--- src/rtl/mem_arbiter_pkg.sv ---
// ============================================================================
// Package : mem_pkg
// Desc    : Shared funct3 codes, arbiter state and grant encodings for the
//           unified-memory arbiter.
// Rev     : 1.0  initial release
// ============================================================================
`default_nettype none

package mem_pkg;

  // Load/store size and sign codes carried on d_funct3
  localparam logic [2:0] F3_B  = 3'b000;
  localparam logic [2:0] F3_H  = 3'b001;
  localparam logic [2:0] F3_W  = 3'b010;
  localparam logic [2:0] F3_BU = 3'b100;
  localparam logic [2:0] F3_HU = 3'b101;

  typedef enum logic [1:0] {
    IDLE = 2'd0,
    WAIT = 2'd1,
    RESP = 2'd2
  } arb_state_t;

  typedef enum logic {
    G_IF = 1'b0,
    G_D  = 1'b1
  } grant_t;

endpackage

`default_nettype wire

--- src/rtl/mem_arbiter_ls_align.sv ---
// ============================================================================
// Module : ls_align
// Desc   : Combinational lane steering for the data path. Builds byte enables
//          and replicated store data, extends load data by funct3, and flags
//          accesses whose address does not match their size.
// Rev    : 1.0  initial release
// ============================================================================
`default_nettype none

module ls_align
  import mem_pkg::*;
(
  input  logic [2:0]  i_funct3,
  input  logic [1:0]  i_addr,
  input  logic [31:0] i_wdata,
  input  logic [31:0] i_rdata,
  output logic [3:0]  o_be,
  output logic [31:0] o_mem_wdata,
  output logic [31:0] o_rdata,
  output logic        o_misaligned
);

  logic [7:0]  w_byte;
  logic [15:0] w_half;

  // Pick the addressed byte lane out of the returned word
  always_comb begin
    w_byte = i_rdata[7:0];
    case (i_addr)
      2'd1:    w_byte = i_rdata[15:8];
      2'd2:    w_byte = i_rdata[23:16];
      2'd3:    w_byte = i_rdata[31:24];
      default: w_byte = i_rdata[7:0];
    endcase
  end

  // Halves only look at addr[1]; addr[0] is the misalignment indicator
  assign w_half = i_addr[1] ? i_rdata[31:16] : i_rdata[15:0];

  // Size decode: byte and half codes get lane logic, everything else is a word
  always_comb begin
    o_be         = 4'b1111;
    o_mem_wdata  = i_wdata;
    o_rdata      = i_rdata;
    o_misaligned = 1'b0;
    case (i_funct3)
      F3_B, F3_BU: begin
        o_be        = 4'b0001 << i_addr;
        o_mem_wdata = {4{i_wdata[7:0]}};
        o_rdata     = (i_funct3 == F3_B) ? {{24{w_byte[7]}}, w_byte}
                                         : {24'd0, w_byte};
      end
      F3_H, F3_HU: begin
        o_be         = 4'b0011 << {i_addr[1], 1'b0};
        o_mem_wdata  = {2{i_wdata[15:0]}};
        o_rdata      = (i_funct3 == F3_H) ? {{16{w_half[15]}}, w_half}
                                          : {16'd0, w_half};
        o_misaligned = i_addr[0];
      end
      F3_W: begin
        o_misaligned = |i_addr;
      end
      default: begin
        o_misaligned = |i_addr;
      end
    endcase
  end

endmodule

`default_nettype wire

--- src/rtl/mem_arbiter.sv ---
// ============================================================================
// Module : mem_arbiter
// Desc   : Shares one single-port, variable-latency memory between instruction
//          fetch and the data load/store path. Data has priority, but fetch is
//          forced after MAX_D_RUN back-to-back data grants while it waits.
// Config : MEM_ALIGN_CHECK_EN - when defined, misaligned half/word data
//          accesses complete immediately with d_err and no memory access.
// Rev    : 1.0  initial release
// ============================================================================
`default_nettype none

module mem_arbiter
  import mem_pkg::*;
#(
  parameter int AW        = 32,
  parameter int MAX_D_RUN = 4
) (
  input  logic          clk,
  input  logic          rst,
  input  logic          if_req,
  input  logic [AW-1:0] if_addr,
  output logic [31:0]   if_rdata,
  output logic          if_valid,
  input  logic          d_req,
  input  logic          d_we,
  input  logic [2:0]    d_funct3,
  input  logic [AW-1:0] d_addr,
  input  logic [31:0]   d_wdata,
  output logic [31:0]   d_rdata,
  output logic          d_valid,
  output logic          d_err,
  output logic          mem_req,
  output logic          mem_we,
  output logic [AW-1:0] mem_addr,
  output logic [31:0]   mem_wdata,
  output logic [3:0]    mem_be,
  input  logic [31:0]   mem_rdata,
  input  logic          mem_ready
);

  localparam int              RW          = $clog2(MAX_D_RUN + 1);
  localparam logic [RW-1:0]   c_RUN_MAX   = RW'(MAX_D_RUN);
  localparam logic [AW-1:0]   c_WORD_MASK = {{(AW-2){1'b1}}, 2'b00};

  arb_state_t      r_state;
  grant_t          r_grant;
  logic [RW-1:0]   r_run;
  logic [2:0]      r_funct3;
  logic [1:0]      r_lane;
  logic            r_mem_req;
  logic            r_mem_we;
  logic [AW-1:0]   r_mem_addr;
  logic [31:0]     r_mem_wdata;
  logic [3:0]      r_mem_be;
  logic            r_if_valid;
  logic [31:0]     r_if_rdata;
  logic            r_d_valid;
  logic [31:0]     r_d_rdata;
  logic            r_d_err;

  logic [2:0]      w_funct3;
  logic [1:0]      w_lane;
  logic [3:0]      w_be;
  logic [31:0]     w_fmt_wdata;
  logic [31:0]     w_ext_rdata;
  logic            w_misaligned;
  logic            w_err_go;
  logic            w_pick_d;
  logic [RW-1:0]   w_run_next;

  // In IDLE the aligner formats the incoming store; afterwards it decodes
  // the returning load with the size/lane captured at grant time.
  assign w_funct3 = (r_state == IDLE) ? d_funct3    : r_funct3;
  assign w_lane   = (r_state == IDLE) ? d_addr[1:0] : r_lane;

  ls_align u_align (
    .i_funct3     (w_funct3),
    .i_addr       (w_lane),
    .i_wdata      (d_wdata),
    .i_rdata      (mem_rdata),
    .o_be         (w_be),
    .o_mem_wdata  (w_fmt_wdata),
    .o_rdata      (w_ext_rdata),
    .o_misaligned (w_misaligned)
  );

`ifdef MEM_ALIGN_CHECK_EN
  assign w_err_go = w_misaligned;
`else
  logic w_unused_misaligned;
  assign w_err_go            = 1'b0;
  assign w_unused_misaligned = w_misaligned;
`endif

  // Data wins unless fetch has been waiting through a full run of data grants
  assign w_pick_d   = d_req && !(if_req && (r_run == c_RUN_MAX));
  assign w_run_next = (r_run == c_RUN_MAX) ? r_run : r_run + RW'(1);

  // Arbitration FSM: grant in IDLE, hold the access in WAIT, pulse in RESP
  always_ff @(posedge clk or posedge rst) begin
    if (rst) begin
      r_state     <= IDLE;
      r_grant     <= G_IF;
      r_run       <= '0;
      r_funct3    <= '0;
      r_lane      <= '0;
      r_mem_req   <= 1'b0;
      r_mem_we    <= 1'b0;
      r_mem_addr  <= '0;
      r_mem_wdata <= '0;
      r_mem_be    <= '0;
      r_if_valid  <= 1'b0;
      r_if_rdata  <= '0;
      r_d_valid   <= 1'b0;
      r_d_rdata   <= '0;
      r_d_err     <= 1'b0;
    end else begin
      r_if_valid <= 1'b0;
      r_d_valid  <= 1'b0;
      r_d_err    <= 1'b0;
      case (r_state)
        IDLE: begin
          if (w_pick_d) begin
            r_grant     <= G_D;
            r_funct3    <= d_funct3;
            r_lane      <= d_addr[1:0];
            r_mem_we    <= d_we;
            r_mem_addr  <= d_addr & c_WORD_MASK;
            r_mem_be    <= d_we ? w_be : 4'b1111;
            r_mem_wdata <= w_fmt_wdata;
            r_run       <= if_req ? w_run_next : '0;
            if (w_err_go) begin
              // Misaligned: answer straight away without touching memory
              r_state   <= RESP;
              r_d_valid <= 1'b1;
              r_d_err   <= 1'b1;
              r_d_rdata <= '0;
            end else begin
              r_state   <= WAIT;
              r_mem_req <= 1'b1;
            end
          end else if (if_req) begin
            r_grant     <= G_IF;
            r_mem_we    <= 1'b0;
            r_mem_addr  <= if_addr & c_WORD_MASK;
            r_mem_be    <= 4'b1111;
            r_mem_wdata <= '0;
            r_run       <= '0;
            r_state     <= WAIT;
            r_mem_req   <= 1'b1;
          end
        end
        WAIT: begin
          if (mem_ready) begin
            r_mem_req <= 1'b0;
            r_state   <= RESP;
            if (r_grant == G_D) begin
              r_d_valid <= 1'b1;
              if (!r_mem_we) begin
                r_d_rdata <= w_ext_rdata;
              end
            end else begin
              r_if_valid <= 1'b1;
              r_if_rdata <= mem_rdata;
            end
          end
        end
        RESP: begin
          r_state <= IDLE;
        end
        default: begin
          r_state <= IDLE;
        end
      endcase
    end
  end

  assign mem_req   = r_mem_req;
  assign mem_we    = r_mem_we;
  assign mem_addr  = r_mem_addr;
  assign mem_wdata = r_mem_wdata;
  assign mem_be    = r_mem_be;
  assign if_valid  = r_if_valid;
  assign if_rdata  = r_if_rdata;
  assign d_valid   = r_d_valid;
  assign d_rdata   = r_d_rdata;
  assign d_err     = r_d_err;

endmodule

`default_nettype wire

--- config.mk ---
export PLATFORM = sky130hd
export DESIGN_NAME = mem_arbiter
export DESIGN_NICKNAME = d
export VERILOG_FILES = /design/src/rtl/mem_arbiter_pkg.sv /design/src/rtl/mem_arbiter_ls_align.sv /design/src/rtl/mem_arbiter.sv
export SDC_FILE = /design/constraint.sdc
export NUM_CORES = 1
export LEC_CHECK = 0
export BUFFER_PORTS_ARGS = -buffer_cell sky130_fd_sc_hd__buf_4
export CORE_ASPECT_RATIO = 1.5
export CORE_MARGIN = 2
export CORE_UTILIZATION = 54
export CTS_BUF_LIST = sky130_fd_sc_hd__clkbuf_2
export DETAILED_ROUTE_END_ITERATION = 10
export PLACE_DENSITY = 0.95
export SKIP_LAST_GASP = 1
export SYNTH_ARGS = -nofsm -noshare
export SYNTH_HDL_FRONTEND = slang
export SYNTH_SLANG_ARGS = --single-unit
export TNS_END_PERCENT = 1
--- constraint.sdc ---
create_clock -name clk -period 9.22 [get_ports clk]
set_input_delay 0.922 -clock clk [delete_from_list [all_inputs] [get_ports clk]]
set_output_delay 0.922 -clock clk [all_outputs]
set_load 0.05 [all_outputs]
==> impl_metrics.py, run 1 <==
metrics = {
    "grt": {
        "use_met3_pct": 12.6,
        "grt-busiest-layer": "met2",
        "grt-ovfl-total": 0,
        "grt_pass1_vias": 6094,
        "track_usage_pct": 31.2,
        "groute.layer.met2.usage_pct": 51.4,
        "grt_util_met1_pct": 33.4,
        "grt_max_degree": 81,
        "antenna_found_initial": 0,
        "grt_pass1_wl_um": 31300,
    },
    "drt": {
        "drc": 0,
        "avgRoutedWirePerCell_um": 19.5,
        "drt-vias-per-instance": 5.68,
        "vias": 5927,
        "drtIter0Drc": 437,
        "ant_nets": 0,
        "first_pass_iters": 5,
        "wirelength_um": 20300,
    },
    "worst_setup_path": {
        "r2r_setup_slack_ns": 6.22,
        "rr_startpoint": "r_state[0]",
        "cp_slowest_cell": "mux2_2",
        "path_max_fanout": 35,
        "criticalPathCategory": "reg -> reg",
        "critical_path.cell_chain": "nor2_1, mux2_2, nand2_1, o22ai_1, a31oi_1",
        "critical_path.max_stage_delay_ns": 0.87,
        "crit_required_ns": 9.78,
        "cp_data_arrival_time_ns": 3.56,
        "cp-startpoint": "r_state[0]",
        "cp-end-kind": "flop",
        "critPathLaunchType": "flop",
    },
    "clock_network": {
        "post_cts_resized": 0,
        "hold_buffers": 0,
        "h-tree-depth": 4,
        "clkLatencyLatePin_ns": 0.69,
        "cts_tree": "done",
        "cts_sinks": 145,
        "post-cts-setup-buffer-count": 0,
        "cts_max_path_buffers": 2,
        "clk_pin_slew_worst_paths_ns": 0.24,
        "numCtsBuffers": 17,
        "clockRootBuffer": "clkbuf_2",
    },
    "floorplan": {
        "initial_core_util_pct": 54.9,
        "core-area_mm2": 0.0120,
        "pin_count": 274,
        "rows": 49,
        "die_h_um": 139,
        "die-area_mm2": 0.0131,
        "dieWidth_um": 94.1,
    },
    "flow_run": {
        "drv_cap": 0,
    },
    "logic_synthesis": {
        "yosysWarnings": 0,
        "ys_seq_elements": 145,
        "syn-cell-area_mm2": 0.00657,
        "syn_avg_cell_area_um2": 10.5,
        "synth_common_cells": "145 x dfrtp_1, 103 x nand2_1, 87 x o21ai_0, 49 x mux2i_1",
        "synth_area_leaders": "dfrtp_1 55%, mux2i_1 7.5%, mux2_2 7.2%",
        "yosysTopAreaCellShare_pct": 55.2,
        "synth_cells": 623,
        "synth_most_common_cell": "dfrtp_1",
        "synth-async-reset-ratio_pct": 100,
        "synth_edf_count": 0,
        "synthFlopType": "dfrtp_1",
        "seq_area_frac_synth_pct": 55.2,
        "synth_top_cell_by_area": "dfrtp_1",
        "synth.distinct_cells": 48,
    },
    "final_layout": {
        "syn_to_final_growth_pct": 36.6,
        "nNetsFinal": 1016,
        "multi_input_area_mm2": 0.00276,
        "stdcell_area_mm2": 0.00897,
        "fillers": 819,
        "diodes": 0,
        "layout-drive-gt1-share_pct": 41.2,
        "seqCellArea_mm2": 0.00363,
    },
    "place": {
        "place.gp.congestion": 0.869,
        "place_ws_ns": 6.22,
        "io_buffer_count": 268,
        "placed_area_mm2": 0.00866,
        "dp_hpwl_um": 15100,
    },
    "sta": {
        "max_freq_mhz": 333,
        "rsz0062_at_grt": "no",
        "period_minus_slack_ns": 3.00,
        "period_share_pct": 32.5,
        "tightest_slew_ns": 1.01,
        "timing.hold.ws_ns": 0.281,
        "finalSetupViolCount": 0,
        "relSlewSlack_pct": 32.7,
        "tns_ns": 0,
        "hold_viol": 0,
        "setup_ws_ns": 6.22,
        "clock_skew_ns": 0.0295,
        "maxSlewViolCount": 0,
    },
    "status": {
        "outcome": "finished clean",
    },
    "power_and_ir_drop": {
        "vdd_ir_drop_max_uv": 397,
        "leakage_nw": 4.42,
        "p_per_area_mw_per_mm2": 441,
    },
    "hold_path": {
        "min_path_type": "in -> async",
    },
}
==> logic make-up (layout without fill, tap and decap cells) <==
group,count (synthesis),in the layout,share of synthesized area [%]
flops,145,145,55.2
buf+inv,46,311,3.28
fa+ha+maj,2,2,0.381
compound gates,164,164,15.1
xor+xnor,1,1,0.133
other cells,1,3,0.0571
simple gates,173,173,11.1
mux,91,91,14.7
==> cell type report <==
class                   count  share of cell area (%)
inverters                   7                   0.349
well taps                 153                    2.13
repair buffers            272                    22.8
multi-input cells         434                    30.8
clock inverters            14                    2.55
flip-flops and latches    145                    40.4
clock buffers              18                    1.00
==> flip-flops by register name (all words and copies together) (netlist names), 2 cells and up <==
register and count:
d_rdata 32, if_rdata 32, mem_addr 30, mem_be 4, mem_wdata 32, r_funct3 3
r_lane 2, r_run 3, r_state 2
==> worst paths after layout <==
path                                end  depth (start not counted)
max                         d_rdata[14]                          5
min                         mem_addr[5]                          2
max reg2reg                 d_rdata[14]                          5
min reg2reg                mem_addr[25]                          2
max in group asynchronous    d_rdata[2]                          3
min in group clk             r_state[0]                          2
==> through the flow <==
| step | instances | utilization [%] | power, W |
|---|---|---|---|
| after floorplan | 625 | - | 0.00277 |
| after detailed placement | 1011 | 72.4 | 0.00351 |
| after global placement | 1011 | 72.4 | 0.00344 |
| final | 1043 | 75.1 | 0.00396 |
| after CTS | 1043 | 75.1 | 0.00397 |
| after global routing | 1043 | 75.1 | 0.00415 |
==> critical path, delay by kind of cell, from the launching register on <==
| family | cells | cell delay (ns) |
|---|---|---|
| compound gates | 2 | 0.28 |
| mux | 1 | 0.87 |
| simple gates | 2 | 1.20 |
| flops | 1 | 0.54 |
==> where the power goes <==
part           internal (W)  total [W]  switching (W)
Combinational      0.000733    0.00238        0.00165
Clock              0.000212   0.000458       0.000246
Sequential         0.000933    0.00112       0.000189
==> routing by layer <==
layer | vias to the layer above | part of all wire (%)
met3 | 80 | 12
li1 | 2692 | -
met5 | - | 0
met4 | 0 | 5.7
met2 | 322 | 50
met1 | 2833 | 33
==> layout by cell type (no fill, tap or decap), drive strengths merged, types with 2 or more instances in the layout <==
| cell type | Yosys | layout |
|---|---|---|
| conb | 1 | 3 |
| o22a | 6 | 6 |
| o21ai | 88 | 88 |
| inv | 7 | 11 |
| bufinv | 0 | 5 |
| buf | 16 | 272 |
| clkinv | 0 | 3 |
| dfrtp | 145 | 145 |
| nand3 | 4 | 4 |
| or2 | 8 | 8 |
| a21oi | 25 | 25 |
| clkbuf | 23 | 18 |
| nand2 | 103 | 103 |
| or3 | 2 | 2 |
| or3b | 2 | 2 |
| and2 | 2 | 2 |
| clkinvlp | 0 | 2 |
| mux2i | 49 | 49 |
| nand3b | 2 | 2 |
| a221oi | 2 | 2 |
| a21boi | 2 | 2 |
| and3 | 2 | 2 |
| mux2 | 42 | 42 |
| o22ai | 14 | 14 |
| nor2 | 42 | 42 |
| a211oi | 2 | 2 |
| a31oi | 10 | 10 |
| nor3b | 2 | 2 |
| ha | 2 | 2 |
| a22o | 10 | 10 |
(Power assumes the default switching activity.)
==> run 2, diff against run 1 <==
--- a/config.mk
+++ b/config.mk
@@ -8,10 +8,10 @@
 export BUFFER_PORTS_ARGS = -buffer_cell sky130_fd_sc_hd__buf_4
 export CORE_ASPECT_RATIO = 1.5
 export CORE_MARGIN = 2
-export CORE_UTILIZATION = 54
+export CORE_UTILIZATION = 50
 export CTS_BUF_LIST = sky130_fd_sc_hd__clkbuf_2
 export DETAILED_ROUTE_END_ITERATION = 10
-export PLACE_DENSITY = 0.95
+export PLACE_DENSITY = 0.89
 export SKIP_LAST_GASP = 1
 export SYNTH_ARGS = -nofsm -noshare
 export SYNTH_HDL_FRONTEND = slang
==> constraint.sdc (replaced) <==
create_clock -name clk -period 3 [get_ports clk]
set_input_delay 0.3 -clock clk [delete_from_list [all_inputs] [get_ports clk]]
set_output_delay 0.3 -clock clk [all_outputs]
set_load 0.05 [all_outputs]
==> impl_metrics.py, run 2 (synthesis results as in run 1) <==
metrics = {
    "sta": {
        "setup_ws_ns": 0.225,
        "period_share_pct": 92.5,
        "finalSetupViolCount": 0,
        "period_minus_slack_ns": 2.77,
        "rsz0062_at_grt": "no",
        "tns_ns": 0,
        "clock_skew_ns": 0.0461,
        "tightest_slew_ns": 0.940,
        "maxSlewViolCount": 0,
        "relSlewSlack_pct": 37.1,
        "hold_viol": 0,
        "max_freq_mhz": 360,
    },
    "power_and_ir_drop": {
        "netSwitchingFraction_pct": 53.6,
        "p_comb_share_pct": 62.8,
        "leakage_nw": 4.96,
        "vdd_ir_drop_max_uv": 875,
        "p_per_area_mw_per_mm2": 1190,
        "p_int_w": 0.00567,
        "p_sw_w": 0.00655,
        "clkPwrFrac_pct": 8.7,
        "pwr-share-seq_pct": 28.5,
        "p_total_w": 0.0122,
    },
    "floorplan": {
        "core-area_mm2": 0.0129,
        "pin_count": 274,
        "die_h_um": 144,
        "rows": 51,
        "initial_core_util_pct": 51.0,
        "dieWidth_um": 97.6,
        "die-area_mm2": 0.0141,
    },
    "drt": {
        "drt-vias-per-instance": 5.64,
        "avgRoutedWirePerCell_um": 20.8,
        "first_pass_iters": 5,
        "vias": 6715,
        "ant_nets": 0,
        "drc": 0,
        "wirelength_um": 24700,
        "drtIter0Drc": 404,
    },
    "clock_network": {
        "clk_pin_slew_worst_paths_ns": 0.19,
        "h-tree-depth": 4,
        "post-cts-setup-buffer-count": 0,
        "cts_max_path_buffers": 2,
        "post_cts_resized": 0,
        "clockRootBuffer": "clkbuf_2",
        "numCtsBuffers": 17,
        "clkLatencyLatePin_ns": 0.68,
        "cts_tree": "done",
        "cts_sinks": 145,
    },
    "worst_setup_path": {
        "cpLargestDelayFamily": "simple AND/OR/NAND/NOR gates",
        "rr_startpoint": "r_state[1]",
        "cp-startpoint": "r_state[1]",
        "cp_data_arrival_time_ns": 3.36,
        "critical_path.max_stage_delay_ns": 0.76,
        "critPathLaunchType": "flop",
        "reg2reg_to": "d_rdata[9]",
        "criticalPathCategory": "reg -> reg",
        "path_max_fanout": 12,
        "worst-path-buf-inv": 0,
        "r2r_cells": 5,
        "cp_slowest_cell": "nor2_1",
        "critical_path.cell_chain": "nor2_1, mux2_2, a211oi_1, nand2_1, a31oi_1",
        "cp-end-kind": "flop",
        "r2r_setup_slack_ns": 0.23,
        "worst-path-stages": 5,
        "crit_path_end": "d_rdata[9]",
        "crit_required_ns": 3.58,
    },
    "place": {
        "place_ws_ns": 0.262,
        "placed_area_mm2": 0.00874,
        "place.gp.congestion": 0.890,
        "dp_hpwl_um": 15200,
        "io_buffer_count": 268,
        "dp.cells": 1026,
    },
    "grt": {
        "grt_pass1_wl_um": 38000,
        "grt_pass1_vias": 6978,
        "antenna_found_initial": 1,
        "grt_max_degree": 146,
        "grt-ovfl-total": 0,
        "track_usage_pct": 34.8,
    },
    "final_layout": {
        "layout_common_cells": "280 x buf_4, 145 x dfrtp_1, 133 x dlygate4sd3_1",
        "syn_to_final_growth_pct": 56.6,
        "nNetsFinal": 1158,
        "fillers": 761,
        "instances_no_fill": 1190,
        "stdcell_area_mm2": 0.0103,
        "layout-drive-gt1-share_pct": 36.2,
        "mostFrequentLayoutCell": "buf_4",
    },
    "hold_path": {
        "min_path_type": "in -> reg",
    },
    "flow_run": {
        "drv_cap": 0,
    },
    "status": {
        "outcome": "finished clean",
    },
}
## run 2: cell types whose count changed in the layout (fill, tap and decap cells not counted)
cell           change
buf_4              +8
clkbuf_2           +1
clkinv_4           -2
clkinvlp_4         +3
clkinv_2           +3
inv_6              -4
buf_12             +1
bufinv_16          -3
clkinv_1           +1
inv_8              -1
dlygate4sd3_1    +133
diode_2            +1
## run 2: repair_timing
item | 4_1_cts | 5_1_grt
endpoints found under the hold margin | 282 | 0
hold buffers | 133 | 0
endpoints found under the setup margin | 0 | 0
## run 2: worst register-to-register path, stage by stage (launching register included)
cell and delay, ns:
dfrtp_1 0.53, nor2_1 0.76, mux2_2 0.42, a211oi_1 0.47
nand2_1 0.32, a31oi_1 0.21
## run 2: worst min path at each step
stage             startpoint             to  depth (start not counted)
2_1_floorplan    d_funct3[2]    r_funct3[2]                          2
3_3_place_gp   mem_wdata[11]  mem_wdata[11]                          2
3_5_place_dp         mem_req        mem_req                          2
4_1_cts                d_req      mem_be[0]                          5
5_1_grt                d_req      mem_be[0]                          5
6_report               d_req      mem_be[0]                          5
## run 2: stage by stage
stage               utilization (%)  hold slack (ns)
floorplan                         -            0.405
global route                   79.8           0.0947
global placement               67.8            0.464
CTS                            79.8           0.0652
detailed placement             67.8            0.465
finish                         79.8            0.132
## run 2: metal layers
layer  vias to the layer above  GRT usage [%]  wire (um)
li1                       2968              -          -
met1                      3244           39.0       8710
met2                       420           61.0      12500
met3                        83           10.3       2320
met4                         0           16.8       1200
met5                         -              0          0
## run 2: cell type report
type / instances / area [um^2] / share of cell area (%)
diodes: 1 / 2.50 / 0.0243
clock buffers: 19 / 95.1 / 0.924
clock inverters: 11 / 118 / 1.14
inverters: 7 / 30.0 / 0.292
multi-input cells: 434 / 2760 / 26.9
flip-flops and latches: 145 / 3630 / 35.3
well taps: 159 / 199 / 1.93
repair buffers: 414 / 3450 / 33.6
## run 2: power by group through the flow
stage | sequential (W) | combinational (W) | clock, W
after CTS | 0.00343 | 0.00753 | 0.00109
after global routing | 0.00358 | 0.00801 | 0.00116
final | 0.00349 | 0.00767 | 0.00106
after global placement | 0.00341 | 0.00724 | 0
after detailed placement | 0.00347 | 0.00737 | 0
after floorplan | 0.00637 | 0.00214 | 0
